## src/rtl/input_interface.sv

```systemverilog
// Byte-serial front end of the AES engine: assembles 16 bytes, MSB first, into a
// plaintext block (valid/ready handoff) or a key (one-cycle strobe).
module input_interface #(
    parameter int unsigned IDLE_TIMEOUT = 255
) (
    input  logic         clk,
    input  logic         rst_,
    input  logic [7:0]   data_in,
    input  logic         data_in_valid,
    input  logic         key_sel,
    input  logic         engine_ready,
    output logic         in_ready,
    output logic [127:0] plaintext,
    output logic         block_valid,
    output logic [127:0] key,
    output logic         key_valid,
    output logic         overflow_err,
    output logic         timeout_err
);

    typedef enum logic [1:0] {IDLE, COLLECT, HOLD} state_t;

    localparam logic [7:0] IDLE_LIMIT = 8'(IDLE_TIMEOUT);

    state_t       state_q, state_d;
    logic [127:0] shift_q, shift_d;
    logic [127:0] plaintext_q, plaintext_d;
    logic [127:0] key_q, key_d;
    logic [4:0]   count_q, count_d;
    logic [7:0]   idle_q, idle_d;
    logic         dest_q, dest_d;
    logic         block_valid_q, block_valid_d;
    logic         key_valid_q, key_valid_d;
    logic         overflow_q, overflow_d;
    logic         timeout_q, timeout_d;
    logic         accept;
    logic [127:0] shifted;

    assign in_ready = (state_q != HOLD);
    assign accept   = data_in_valid & in_ready;
    assign shifted  = {shift_q[119:0], data_in};

    always_ff @(posedge clk or negedge rst_) begin
        if (!rst_) begin
            state_q       <= IDLE;
            shift_q       <= '0;
            plaintext_q   <= '0;
            key_q         <= '0;
            count_q       <= '0;
            idle_q        <= '0;
            dest_q        <= 1'b0;
            block_valid_q <= 1'b0;
            key_valid_q   <= 1'b0;
            overflow_q    <= 1'b0;
            timeout_q     <= 1'b0;
        end else begin
            state_q       <= state_d;
            shift_q       <= shift_d;
            plaintext_q   <= plaintext_d;
            key_q         <= key_d;
            count_q       <= count_d;
            idle_q        <= idle_d;
            dest_q        <= dest_d;
            block_valid_q <= block_valid_d;
            key_valid_q   <= key_valid_d;
            overflow_q    <= overflow_d;
            timeout_q     <= timeout_d;
        end
    end

    always_comb begin
        state_d       = state_q;
        shift_d       = shift_q;
        plaintext_d   = plaintext_q;
        key_d         = key_q;
        count_d       = count_q;
        idle_d        = idle_q;
        dest_d        = dest_q;
        block_valid_d = block_valid_q;
        key_valid_d   = 1'b0;
        timeout_d     = 1'b0;
        overflow_d    = overflow_q | (data_in_valid & ~in_ready);

        case (state_q)
            IDLE: begin
                if (accept) begin
                    dest_d  = key_sel;
                    shift_d = shifted;
                    count_d = 5'd1;
                    idle_d  = '0;
                    state_d = COLLECT;
                end
            end
            COLLECT: begin
                if (accept) begin
                    idle_d = '0;
                    // 16th byte: publish the combined value on this same edge
                    if (count_q == 5'd15) begin
                        count_d = '0;
                        shift_d = '0;
                        if (dest_q) begin
                            key_d       = shifted;
                            key_valid_d = 1'b1;
                            state_d     = IDLE;
                        end else begin
                            plaintext_d   = shifted;
                            block_valid_d = 1'b1;
                            state_d       = HOLD;
                        end
                    end else begin
                        shift_d = shifted;
                        count_d = count_q + 5'd1;
                    end
                end else if (idle_q >= IDLE_LIMIT - 8'd1) begin
                    timeout_d = 1'b1;
                    count_d   = '0;
                    shift_d   = '0;
                    idle_d    = '0;
                    state_d   = IDLE;
                end else if (idle_q != '1) begin
                    idle_d = idle_q + 8'd1;
                end
            end
            HOLD: begin
                if (engine_ready) begin
                    block_valid_d = 1'b0;
                    state_d       = IDLE;
                end
            end
            default: state_d = IDLE;
        endcase
    end

    assign plaintext    = plaintext_q;
    assign block_valid  = block_valid_q;
    assign key          = key_q;
    assign key_valid    = key_valid_q;
    assign overflow_err = overflow_q;
    assign timeout_err  = timeout_q;

endmodule

```

## config.mk

```make
export PLATFORM = sky130hd
export DESIGN_NAME = input_interface
export DESIGN_NICKNAME = d
export VERILOG_FILES = /design/src/rtl/input_interface.sv
export SDC_FILE = /design/constraint.sdc
export NUM_CORES = 1
export LEC_CHECK = 0
export ABC_CLOCK_PERIOD_IN_PS = 2500
export BUFFER_PORTS_ARGS = -buffer_cell sky130_fd_sc_hd__buf_4
export CAP_MARGIN = 20
export CORE_MARGIN = 2
export CORE_UTILIZATION = 50
export DETAILED_ROUTE_END_ITERATION = 8
export PLACE_DENSITY = 0.7
export SLEW_MARGIN = 20
export SYNTH_ARGS = -nofsm -noshare
export SYNTH_HDL_FRONTEND = slang
export SYNTH_SLANG_ARGS = --single-unit
```

## constraint.sdc

```tcl
create_clock -name clk -period 2.5 [get_ports clk]
set_clock_uncertainty 0.1 [all_clocks]
set_input_delay 0.25 -clock clk [delete_from_list [all_inputs] [get_ports clk]]
set_output_delay 0.25 -clock clk [all_outputs]
set_load 0.02 [all_outputs]
```

After elaboration in Yosys (flattened, before gate mapping)
Index checks and enable logic that the tools add are counted.
{ "totals": {"ff_bits": 396} }
{ "classes": {"muxes": 34, "bitwise_logic": 5, "add_sub_neg": 2, "eq_ne": 13, "magnitude_cmp": 1, "n_reduce_logical": 10} }
{ "ops": {"columns": ["operator", "n"], "rows": [
  ["$mux 120", 4],
  ["$pmux 120 s2", 1],
  ["$mux 8", 4],
  ["$mux 5", 4],
  ["$pmux 8 s2", 1],
  ["$mux 2", 6],
  ["$ne 2x2->1 const B", 6],
  ["$reduce_and 4->1", 3],
  ["$mux 1", 11],
  ["$pmux 5 s2", 1],
  ["$add 8x1->8 const B", 1],
  ["$ge 8x8->1 const B", 1],
  ["$ne 8x8->1 const B", 1],
  ["$ne 3x3->1 const B", 2],
  ["$pmux 2 s3", 1],
  ["$reduce_and 3->1", 2],
  ["$add 5x1->5 const B", 1],
  ["$eq 5x4->1 const B", 1],
  ["$reduce_and 5->1", 1],
  ["$ne 4x4->1 const B", 1],
  ["$reduce_bool 2->1", 2],
  ["$and 1x1->1", 2],
  ["$eq 2x1->1 const B", 1],
  ["$eq 2x2->1 const B", 1],
  ["other kinds (5)", 6]
]} }

Depth between registers and ports, before layout
Gate-level depths: netlist of run 1.
{ "depth": {"word_depth": 5, "mapped_depth": 9} }

Least setup slack after synthesis of run 1
OpenSTA, ideal clock, no wires.
{ "synth_timing": {"path_type": "reg2reg", "startpoint": "reg idle_q[1]", "endpoint": "reg idle_q[5]", "period_less_slack_ps": 1965, "arrival_time_ps": 1800, "path_stages_with_launch": 6, "setup_slack_ps": 535, "required_time_ps": 2335, "path_cell_list": "dfrtp_1 > ha_1 > o211a_1 > o41ai_1 > o21bai_1 > a22o_1"} }
{ "synth_via": {"elab_chain_cells": 5} }
{ "synth_lines": {"columns": ["element", "line_no", "rtl"], "rows": [
  ["from (decl)", "30", "logic [7:0] idle_q, idle_d;"],
  ["from (signal assigned)", "62", "idle_q <= idle_d;"],
  ["$add 8x1->8", "121", "idle_d = idle_q + 8'd1;"],
  ["$mux 8", "120", "end else if (idle_q != '1) begin"],
  ["$mux 8", "114", "end else if (idle_q >= IDLE_LIMIT - 8'd1) begin"],
  ["$mux 8", "95", "if (accept) begin"],
  ["$pmux 8 s2", "84", "case (state_q)"]
]} }
Several ways; a longest one is shown, not always the timed one. The select of a mux whose other input is x is not followed.
A chain may end at the register's enable or synchronous reset.

Worst setup path after layout of run 1
{ "layout_timing": {"startpoint": "reg count_q[0]", "endpoint": "reg shift_q[7]"} }
{ "layout_via": {"elab_chain_cells": 4} }
{ "layout_lines": {"columns": ["element", "line_no", "rtl"], "rows": [
  ["from (decl)", "29", "logic [4:0] count_q, count_d;"],
  ["from (signal assigned)", "61", "count_q <= count_d;"],
  ["$eq 5x4->1", "98", "if (count_q == 5'd15) begin"],
  ["$mux 120", "98", null],
  ["$mux 120", "95", null],
  ["$pmux 120 s2", "84", null],
  ["to (signal assigned)", "58", "shift_q <= shift_d;"],
  ["to (decl)", "26", "logic [127:0] shift_q, shift_d;"]
]} }
No other way between the ends.

==> results of run 1 <==
==> per-layer routing <==
| metal | GRT usage, % | wire length [um] | vias up |
|---|---|---|---|
| li1 | - | - | 3951 |
| met1 | 30.0 | 14400 | 4642 |
| met2 | 33.1 | 15200 | 254 |
| met3 | 6.69 | 2690 | 43 |
| met4 | 4.79 | 519 | 0 |
| met5 | 0 | 0 | - |
==> synthesized netlist by cell type (4+ instances only) <==
library cell / n / area (um^2)
nand3_1: 4 / 20.0
mux2_2: 257 / 2890
nand2b_1: 4 / 25.0
nor3_1: 4 / 20.0
a22o_1: 122 / 1070
buf_6: 6 / 67.6
dfrtp_1: 396 / 9910
clkbuf_1: 15 / 56.3
buf_2: 37 / 185
nand2_1: 8 / 30.0
inv_1: 6 / 22.5
nor2_1: 8 / 30.0
o21ai_0: 5 / 25.0
==> metrics by stage <==
| stage | total power [mW] | std cells | util [%] | setup slack, ns | hold WS [ns] |
|---|---|---|---|---|---|
| after floorplan | 7.74 | 913 | - | 0.535 | -0.146 |
| after global placement | 8.29 | 1549 | 60.5 | 0.207 | 0.188 |
| after detailed placement | 8.33 | 1549 | 60.5 | 0.197 | 0.192 |
| after CTS | 13.9 | 1628 | 65.1 | 0.184 | 0.267 |
| after global routing | 14.3 | 1628 | 65.1 | 0.0108 | 0.284 |
| final | 13.7 | 1628 | 65.1 | 0.196 | 0.250 |
==> flip-flops by register name, indices dropped and copies added, names as in the netlist, 2 cells and up <==
signal / count
count_q: 5
idle_q: 8
key: 128
plaintext: 128
shift_q: 120
state_q: 2
==> cells in the final DEF (no fill, tap or decap), drive strengths merged, types with 3 or more instances in the layout <==
| cell type | synthesis | routed |
|---|---|---|
| dfrtp | 396 | 396 |
| buf | 43 | 310 |
| mux2 | 257 | 257 |
| a22o | 122 | 122 |
| clkbuf | 15 | 59 |
| dlygate4sd3 | 0 | 12 |
| nor2 | 8 | 8 |
| nand2 | 8 | 8 |
| clkinv | 0 | 7 |
| inv | 6 | 6 |
| o21ai | 5 | 5 |
| nand2b | 5 | 5 |
| nor3 | 5 | 5 |
| nand3 | 4 | 4 |
| a21o | 3 | 3 |
| a211o | 3 | 3 |
| o21bai | 3 | 3 |
| ha | 3 | 3 |
==> kinds of logic (layout without fill, tap and decap cells) <==
family                     Yosys count  after routing
AOI/OAI and AO/OA                  150            150
and+or+nand+nor                     41             41
DFF                                396            396
adders and majority gates            3              3
buffers and inverters               64            395
xor gates and xnor gates             1              1
muxes                              258            258
==> power by group through the flow <==
stage	sequential, mW	combinational (mW)	clock, mW
floorplan	7.28	0.465	0
global placement	7.36	0.929	0
detailed placement	7.37	0.955	0
CTS	7.27	0.974	5.63
global route	7.33	1.05	5.91
finish	7.26	0.956	5.50
==> worst min path at each step <==
stage,start,to,slack (ns),cells past startpoint
CTS,rst_,plaintext[122]$_DFFE_PN0P_,0.27,2
global placement,rst_,plaintext[123]$_DFFE_PN0P_,0.19,1
floorplan,rst_,block_valid$_DFFE_PN0P_,-0.15,0
finish,rst_,plaintext[122]$_DFFE_PN0P_,0.25,2
global route,rst_,plaintext[122]$_DFFE_PN0P_,0.28,2
detailed placement,rst_,plaintext[122]$_DFFE_PN0P_,0.19,1
==> what timing repair did <==
action	in CTS	in global routing
buffers inserted	0	0
hold buffers	12	0
gates resized for setup	0	0
hold endpoints to repair	92	0
==> worst max-delay path, cell delays in order, from the launching register on <==
cell and delay (ns):
dfrtp_1 0.41, ha_1 0.25, nand3_1 0.10, nor2_1 0.09, a21oi_4 0.79, buf_12 0.29
a22o_1 0.16
==> layout make-up <==
| class | count | area share (%) |
|---|---|---|
| well taps | 384 | 2.56 |
| multi-input cells | 453 | 23.9 |
| flip-flops and latches | 396 | 52.8 |
| clock inverters | 8 | 0.227 |
| repair buffers | 322 | 14.3 |
| clock buffers | 59 | 6.14 |
| inverters | 6 | 0.120 |
==> impl_metrics.yaml, run 1 <==
die:
  rows: 62
  ios: 274
  die_y_um: 175
  start_util_pct: 50.9
  die_w_um: 175
  dieArea_um2: 30800
  core_um2: 28900
worst_setup_path:
  critPathLaunch: "count_q[0]$_DFFE_PN0P_"
  r2r_cells: 6
  startpoint_type: "register"
  endpoint_kind: "register"
  critical_path_class: "register to register"
  worstPathArrival_ns: 2.65
  crit_end: "shift_q[7]$_DFFE_PN0P_"
  reg2reg_to: "shift_q[7]$_DFFE_PN0P_"
  rrSetupSlack_ns: 0.20
  path_max_fanout: 36
  worstPathRequired_ns: 2.85
  timing.rr.start: "count_q[0]$_DFFE_PN0P_"
timing:
  setup_violations: 0
  slew_violations: 0
  finalHoldViolations: 0
  worst_slew_pin_slew_ns: 0.999
  period_minus_slack_ns: 2.30
  min_period_over_period_pct: 92.1
  fin_setup_tns_ns: 0
  relSlewSlack_pct: 33.2
  rsz0062_at_grt: "false"
  clock.fmax_mhz: 434
routing:
  drt_iter0_drc: 525
  remaining_drc_errors: 0
  wl_per_cell_um: 20.1
  avgViaCountPerCell: 5.46
  route.antenna.remaining_nets: 0
  first_pass_iters: 4
  via_count: 8890
  drt-total-wl_um: 32800
synth:
  ys_async_sr_fraction_pct: 100
  synthFlopType: "dfrtp_1"
  synthAdderAreaFrac_pct: 0.255
  synth.area.mux_share_pct: 19.8
  seq_area_frac_synth_pct: 67.4
  ys_seq_elements: 396
  synth_top_family_by_area: "multiplexers"
  synth_compound_area_share_pct: 8.67
  yosys_warnings: 0
  synth_area_per_cell_um2: 16.1
  syn_area_um2: 14700
  synthCells: 913
  synth_edf_count: 0
  synth-simple-area-share_pct: 1.57
  synth_xor_area_share_pct: 0.0596
  synth_cell_type_count: 41
  syn-num-nets: 929
layout:
  area_growth_pct: 27.8
  layout-drive-gt1-share_pct: 50.6
  diodes: 0
  fill_cells: 2133
  nets: 1235
  finish.instance_area_um2: 18800
  register_area_um2: 9910
  multiInputGateArea_um2: 4480
global_routing:
  grt_overflow: 0
  grt_pass1_wl_um: 52500
  antenna_found_initial: 0
  grt_pass1_vias: 9154
  track_usage_pct: 21.4
  grt_max_degree: 103
power:
  netSwitchingFraction_pct: 23.7
  powerDensity_nw_per_um2: 730
  pwr-share-comb_pct: 7.0
  p_sw_mw: 3.25
  seqPwrFrac_pct: 52.9
  ir_drop_uv: 582
  pwr-share-clk_pct: 40.1
  p_leak_nw: 9.97
  internal-power_mw: 10.5
cts:
  cts_inserted_buffers: 40
  cts_num_sinks: 396
  clockBufferDepth: 3
  clk_pin_slew_worst_paths_ns: 0.06
  cts_tree: "built"
  clk_latency_ns: 0.51
  htree_levels: 2
  cts-root-buf: "clkbuf_16"
place:
  gp_congestion: 0.767
  dp_hpwl_um: 21600
  portBuffers: 273
  dpl_cell_area_um2: 17500
hold_path:
  hold_class: "input port to async pin"
run_status:
  status: "finished, final reports clean"
run:
  maxCapViolations: 0
Power figures use the tool's default switching activity.
==> inputs of run 2 (changes only) <==
CTS_BUF_LIST = sky130_fd_sc_hd__clkbuf_8   (was unset)
RECOVER_POWER = 50   (was unset)
==> run 2 against run 1 <==
Effect of this change:
- clock power down 6.4%
- non-clock buffer count unchanged
- setup slack worse by 0.0082 ns
- via count up 1.1%
- sequential power about the same
- critical path type unchanged
- largest power group unchanged
==> impl_metrics.yaml, run 2 (synthesis gave the netlist of run 1 again) <==
run_status:
  status: "finished, final reports clean"
worst_setup_path:
  path_max_fanout: 36
  cp_num_buf_inv: 1
  worstPathArrival_ns: 2.75
  worstPathRequired_ns: 2.93
  crit_path_max_incr_delay_ns: 0.80
  critical_path_class: "register to register"
  endpoint_kind: "register"
  timing.rr.start: "count_q[0]$_DFFE_PN0P_"
  path_cells: "ha_1 > nand3_1 > nor2_1 > a21oi_4 > buf_12 > a22o_1"
  crit_slowest_cell: "a21oi_4"
  critPathLaunch: "count_q[0]$_DFFE_PN0P_"
  startpoint_type: "register"
  crit_family: "compound AO/OA/AOI/OAI gates"
die:
  ios: 274
  start_util_pct: 50.9
  dieArea_um2: 30800
  die_y_um: 175
  die_w_um: 175
  rows: 62
  core_um2: 28900
global_routing:
  grt_pass1_vias: 9256
  antenna_found_initial: 0
  grt_max_degree: 103
  gr-usage-met1_pct: 30.0
  grt.busiest_layer: "met2"
  use_met2_pct: 32.7
  globalRouteMet3Util_pct: 6.62
  grt_pass1_wl_um: 52300
  track_usage_pct: 21.3
  grt_overflow: 0
layout:
  fill_cells: 2343
  final_common_cell: "dfrtp_1"
  nets: 1255
  fin_cells: 1668
  finish.instance_area_um2: 18200
  diodes: 0
  layout-drive-gt1-share_pct: 40.5
  area_growth_pct: 23.6
  register_area_um2: 9910
  layout_common_cells: "dfrtp_1, mux2_2, buf_4"
  multiInputGateArea_um2: 4480
timing:
  setup_violations: 0
  rsz0062_at_grt: "false"
  period_minus_slack_ns: 2.31
  worst_slack_ns: 0.188
  finalHoldViolations: 0
  clock.fmax_mhz: 433
  fin_setup_tns_ns: 0
  slew_violations: 0
  worst_slew_pin_slew_ns: 1.33
  relSlewSlack_pct: 11.0
  min_period_over_period_pct: 92.5
cts:
  clk_pin_slew_worst_paths_ns: 0.06
  cts_setup_buffers: 0
  clk_latency_ns: 0.59
  cts-root-buf: "clkbuf_8"
  cts_tree: "built"
  clockBufferDepth: 3
  htree_levels: 2
  cts_inserted_buffers: 60
  cts_num_sinks: 396
routing:
  remaining_drc_errors: 0
  first_pass_iters: 4
  drt_iter0_drc: 513
  via_count: 8986
  avgViaCountPerCell: 5.39
  wl_per_cell_um: 19.6
  route.antenna.remaining_nets: 0
  drt-total-wl_um: 32700
place:
  place_ws_ns: 0.197
  gp_congestion: 0.767
  dp.cells: 1549
  portBuffers: 273
  dpl_cell_area_um2: 17500
  dp_hpwl_um: 21600
run:
  maxCapViolations: 0
power:
  p_leak_nw: 9.49
  seqPwrFrac_pct: 54.6
  powerDensity_nw_per_um2: 733
  netSwitchingFraction_pct: 24.6
  internal-power_mw: 10.0
  ir_drop_uv: 407
  pwr-share-clk_pct: 38.7
  pwr-share-comb_pct: 6.7
  p_sw_mw: 3.28
  power.total_mw: 13.3
hold_path:
  hold_class: "input port to async pin"
[run 2: changes by cell type in the layout (fill, tap and decap cells not counted), sizes merged]
cell,delta
clkbuf,+158
inv,+26
clkinvlp,-1
dlymetal6s4s,+1
clkinv,-2
bufinv,+1
buf,-143
[run 2: layout make-up]
type	count	share of cell area (%)
Clock buffer	75	5.69
Clock inverter	32	0.868
Inverter	6	0.124
Multi-Input combinational cell	453	24.7
Sequential cell	396	54.6
Tap cell	384	2.65
Timing Repair Buffer	322	11.4
[run 2: stage by stage]
stage | hold slack [ns] | utilization [%]
finish | 0.137 | 62.9
global placement | 0.188 | 60.5
floorplan | -0.146 | -
global route | 0.161 | 62.9
detailed placement | 0.192 | 60.5
CTS | 0.167 | 65.1
[run 2: metal layers]
layer | wire length [um] | part of all wire, %
met5 | 0 | 0
met2 | 15200 | 47
met1 | 14600 | 45
met3 | 2510 | 7.7
met4 | 385 | 1.2
[run 2: timing repair]
| item | 4_1_cts | 5_1_grt |
|---|---|---|
| resized for setup | 0 | 0 |
| endpoints found under the hold margin | 134 | 0 |
| hold buffers | 12 | 0 |
| endpoints found under the setup margin | 0 | 0 |
[run 2: worst paths after layout]
kind | endpoint | slack [ns] | cells after the start
max | shift_q[13]$_DFFE_PN0P_ | 0.19 | 6
min | plaintext[122]$_DFFE_PN0P_ | 0.14 | 2
max reg2reg | shift_q[13]$_DFFE_PN0P_ | 0.19 | 6
min reg2reg | overflow_err$_DFF_PN0_ | 0.37 | 1
max in group asynchronous | shift_q[100]$_DFFE_PN0P_ | 0.43 | 3
min in group clk | shift_q[4]$_DFFE_PN0P_ | 0.33 | 3
[run 2: worst register-to-register path, cell delays in order, from the launching register on]
cell	delay, ns
dfrtp_1	0.41
ha_1	0.25
nand3_1	0.10
nor2_1	0.09
a21oi_4	0.80
buf_12	0.31
a22o_1	0.18
[run 2: power groups by stage]
stage / registers (mW) / logic (mW) / clock network (mW)
6_report: 7.26 / 0.897 / 5.15
5_1_grt: 7.32 / 0.995 / 5.58
4_1_cts: 7.26 / 0.971 / 5.29
3_5_place_dp: 7.37 / 0.955 / 0
3_3_place_gp: 7.36 / 0.929 / 0
2_1_floorplan: 7.28 / 0.465 / 0
==> inputs of run 3 (changes only) <==
--- a/config.mk
+++ b/config.mk
@@ -8,8 +8,8 @@
 export ABC_CLOCK_PERIOD_IN_PS = 2500
 export BUFFER_PORTS_ARGS = -buffer_cell sky130_fd_sc_hd__buf_4
-export CAP_MARGIN = 20
 export CORE_MARGIN = 2
 export CORE_UTILIZATION = 50
 export CTS_BUF_LIST = sky130_fd_sc_hd__clkbuf_8
+export CTS_CLUSTER_SIZE = 30
 export DETAILED_ROUTE_END_ITERATION = 8
 export PLACE_DENSITY = 0.7
==> constraint.sdc (replaced) <==
create_clock -name clk -period 2.5 [get_ports clk]
set_clock_uncertainty 0.1 [all_clocks]
set_input_delay 0.125 -clock clk [delete_from_list [all_inputs] [get_ports clk]]
set_output_delay 0.125 -clock clk [all_outputs]
set_load 0.02 [all_outputs]
==> run 3 against run 2 <==
Effect of this change:
- the run now ends with max-capacitance violations, max-slew violations left
- first-iteration DRC count rose by 1.6%
- setup slack improved by 0.046 ns
- largest power group unchanged
- final cell count down 0.42%
- utilization rose by 0.065 points
- sequential share of layout area decreased by 0.056 points
- hold slack improved by 0.054 ns
- maximum frequency increased by 2.0%
- die area did not move
- global-route usage up 0.11 points
- register-to-register slack improved by 0.05 ns
- sequential power hardly changed
- non-clock buffer count shrank 12
==> impl_metrics.yaml, run 3 (synthesis gave the netlist of run 1 again) <==
run_status:
  status: "finished with violations"
  violations: "max-capacitance violations, max-slew violations"
cts:
  cts_inserted_buffers: 61
  cts_num_sinks: 396
  cts-resized-gates: 0
  clockBufferDepth: 3
  cts-root-buf: "clkbuf_8"
  htree_levels: 2
  clk_pin_slew_worst_paths_ns: 0.06
  cts_tree: "built"
  cts_hold_buf: 12
  cts_setup_buffers: 0
  clk_latency_ns: 0.59
routing:
  drt_iter0_drc: 521
  avgViaCountPerCell: 5.39
  wl_per_cell_um: 19.7
  route.antenna.remaining_nets: 0
  drt-total-wl_um: 32700
  remaining_drc_errors: 0
  first_pass_iters: 4
  via_count: 8948
timing:
  hold_slack_ns: 0.190
  clock.fmax_mhz: 441
  rsz0062_at_grt: "false"
  finalHoldViolations: 0
  slew_violations: 76
  worst_slew_pin_slew_ns: 1.88
  period_minus_slack_ns: 2.27
  relSlewSlack_pct: -25.1
  min_period_over_period_pct: 90.6
  setup_violations: 0
  fin_setup_tns_ns: 0
layout:
  area_growth_pct: 23.7
  nets: 1244
  layout_common_cells: "dfrtp_1, mux2_2, buf_4"
  diodes: 0
  layout-drive-gt1-share_pct: 40.7
  final_common_cell: "dfrtp_1"
worst_setup_path:
  path_cells: "ha_1 > nand4b_1 > nor3_4 > buf_12 > mux2_2"
  crit_slowest_cell: "dfrtp_1"
  path_max_fanout: 70
  worstPathArrival_ns: 2.63
  critical_path_class: "register to register"
  crit_family: "simple AND/OR/NAND/NOR gates"
  startpoint_type: "register"
  crit_path_max_incr_delay_ns: 0.41
  cp_num_buf_inv: 1
  endpoint_kind: "register"
  worstPathRequired_ns: 2.86
die:
  core_um2: 28900
  die_y_um: 175
  start_util_pct: 50.9
  rows: 62
  die_w_um: 175
  ios: 274
  dieArea_um2: 30800
global_routing:
  grt_max_degree: 101
  grt.busiest_layer: "met2"
  gr-usage-met1_pct: 30.8
  track_usage_pct: 21.4
  antenna_found_initial: 0
  globalRouteMet3Util_pct: 6.60
  grt_pass1_wl_um: 52700
  use_met2_pct: 32.5
  grt_overflow: 0
  grt_pass1_vias: 9261
power:
  ir_drop_uv: 475
  p_leak_nw: 9.48
  powerDensity_nw_per_um2: 748
place:
  dp_hpwl_um: 20900
  portBuffers: 273
  gp_congestion: 0.766
hold_path:
  hold_class: "input port to register"
run:
  maxCapViolations: 1
run 3: worst paths after layout:
path / slack [ns] / startpoint / depth (start not counted) / to
max: 0.23 / count_q[0]$_DFFE_PN0P_ / 5 / plaintext[68]$_DFFE_PN0P_
min: 0.19 / engine_ready / 3 / state_q[1]$_DFFE_PN0P_
max reg2reg: 0.23 / count_q[0]$_DFFE_PN0P_ / 5 / plaintext[68]$_DFFE_PN0P_
min reg2reg: 0.36 / overflow_err$_DFF_PN0_ / 1 / overflow_err$_DFF_PN0_
max in group asynchronous: 0.45 / rst_ / 3 / plaintext[88]$_DFFE_PN0P_
min in group asynchronous: 0.51 / rst_ / 2 / shift_q[114]$_DFFE_PN0P_
run 3: through the flow:
step	util [%]	cell area [um^2]	setup slack (ns)	power, mW	instances
after floorplan	-	14700	0.535	7.74	913
after global placement	60.0	17300	0.355	8.27	1537
after detailed placement	60.0	17300	0.252	8.31	1537
after CTS	64.9	18700	0.235	13.8	1661
after global routing	63.0	18200	0.0902	14.2	1661
final	63.0	18200	0.234	13.6	1661
run 3: power breakdown:
group / total (mW) / internal (mW) / switching (mW)
logic: 0.906 / 0.433 / 0.473
clock network: 5.45 / 3.04 / 2.41
registers: 7.24 / 6.81 / 0.437
run 3: cell type report:
cell class / count / area (um^2)
Fill cell: 2334 / 10700
Multi-Input combinational cell: 453 / 4480
Clock buffer: 83 / 1140
Clock inverter: 29 / 145
Inverter: 6 / 22.5
Sequential cell: 396 / 9910
Tap cell: 384 / 480
Timing Repair Buffer: 310 / 1990
run 3: tightest hold or removal path, delay by kind of cell:
family,cells,cell delay [ns]
AOI/OAI and AO/OA,1,0.07
buffers and inverters,2,0.64
run 3: metal layers:
| metal | part of all wire [%] | vias up |
|---|---|---|
| met1 | 45 | 4623 |
| met4 | 1.4 | 0 |
| met5 | 0 | - |
| met2 | 45 | 276 |
| li1 | - | 3998 |
| met3 | 8.4 | 51 |
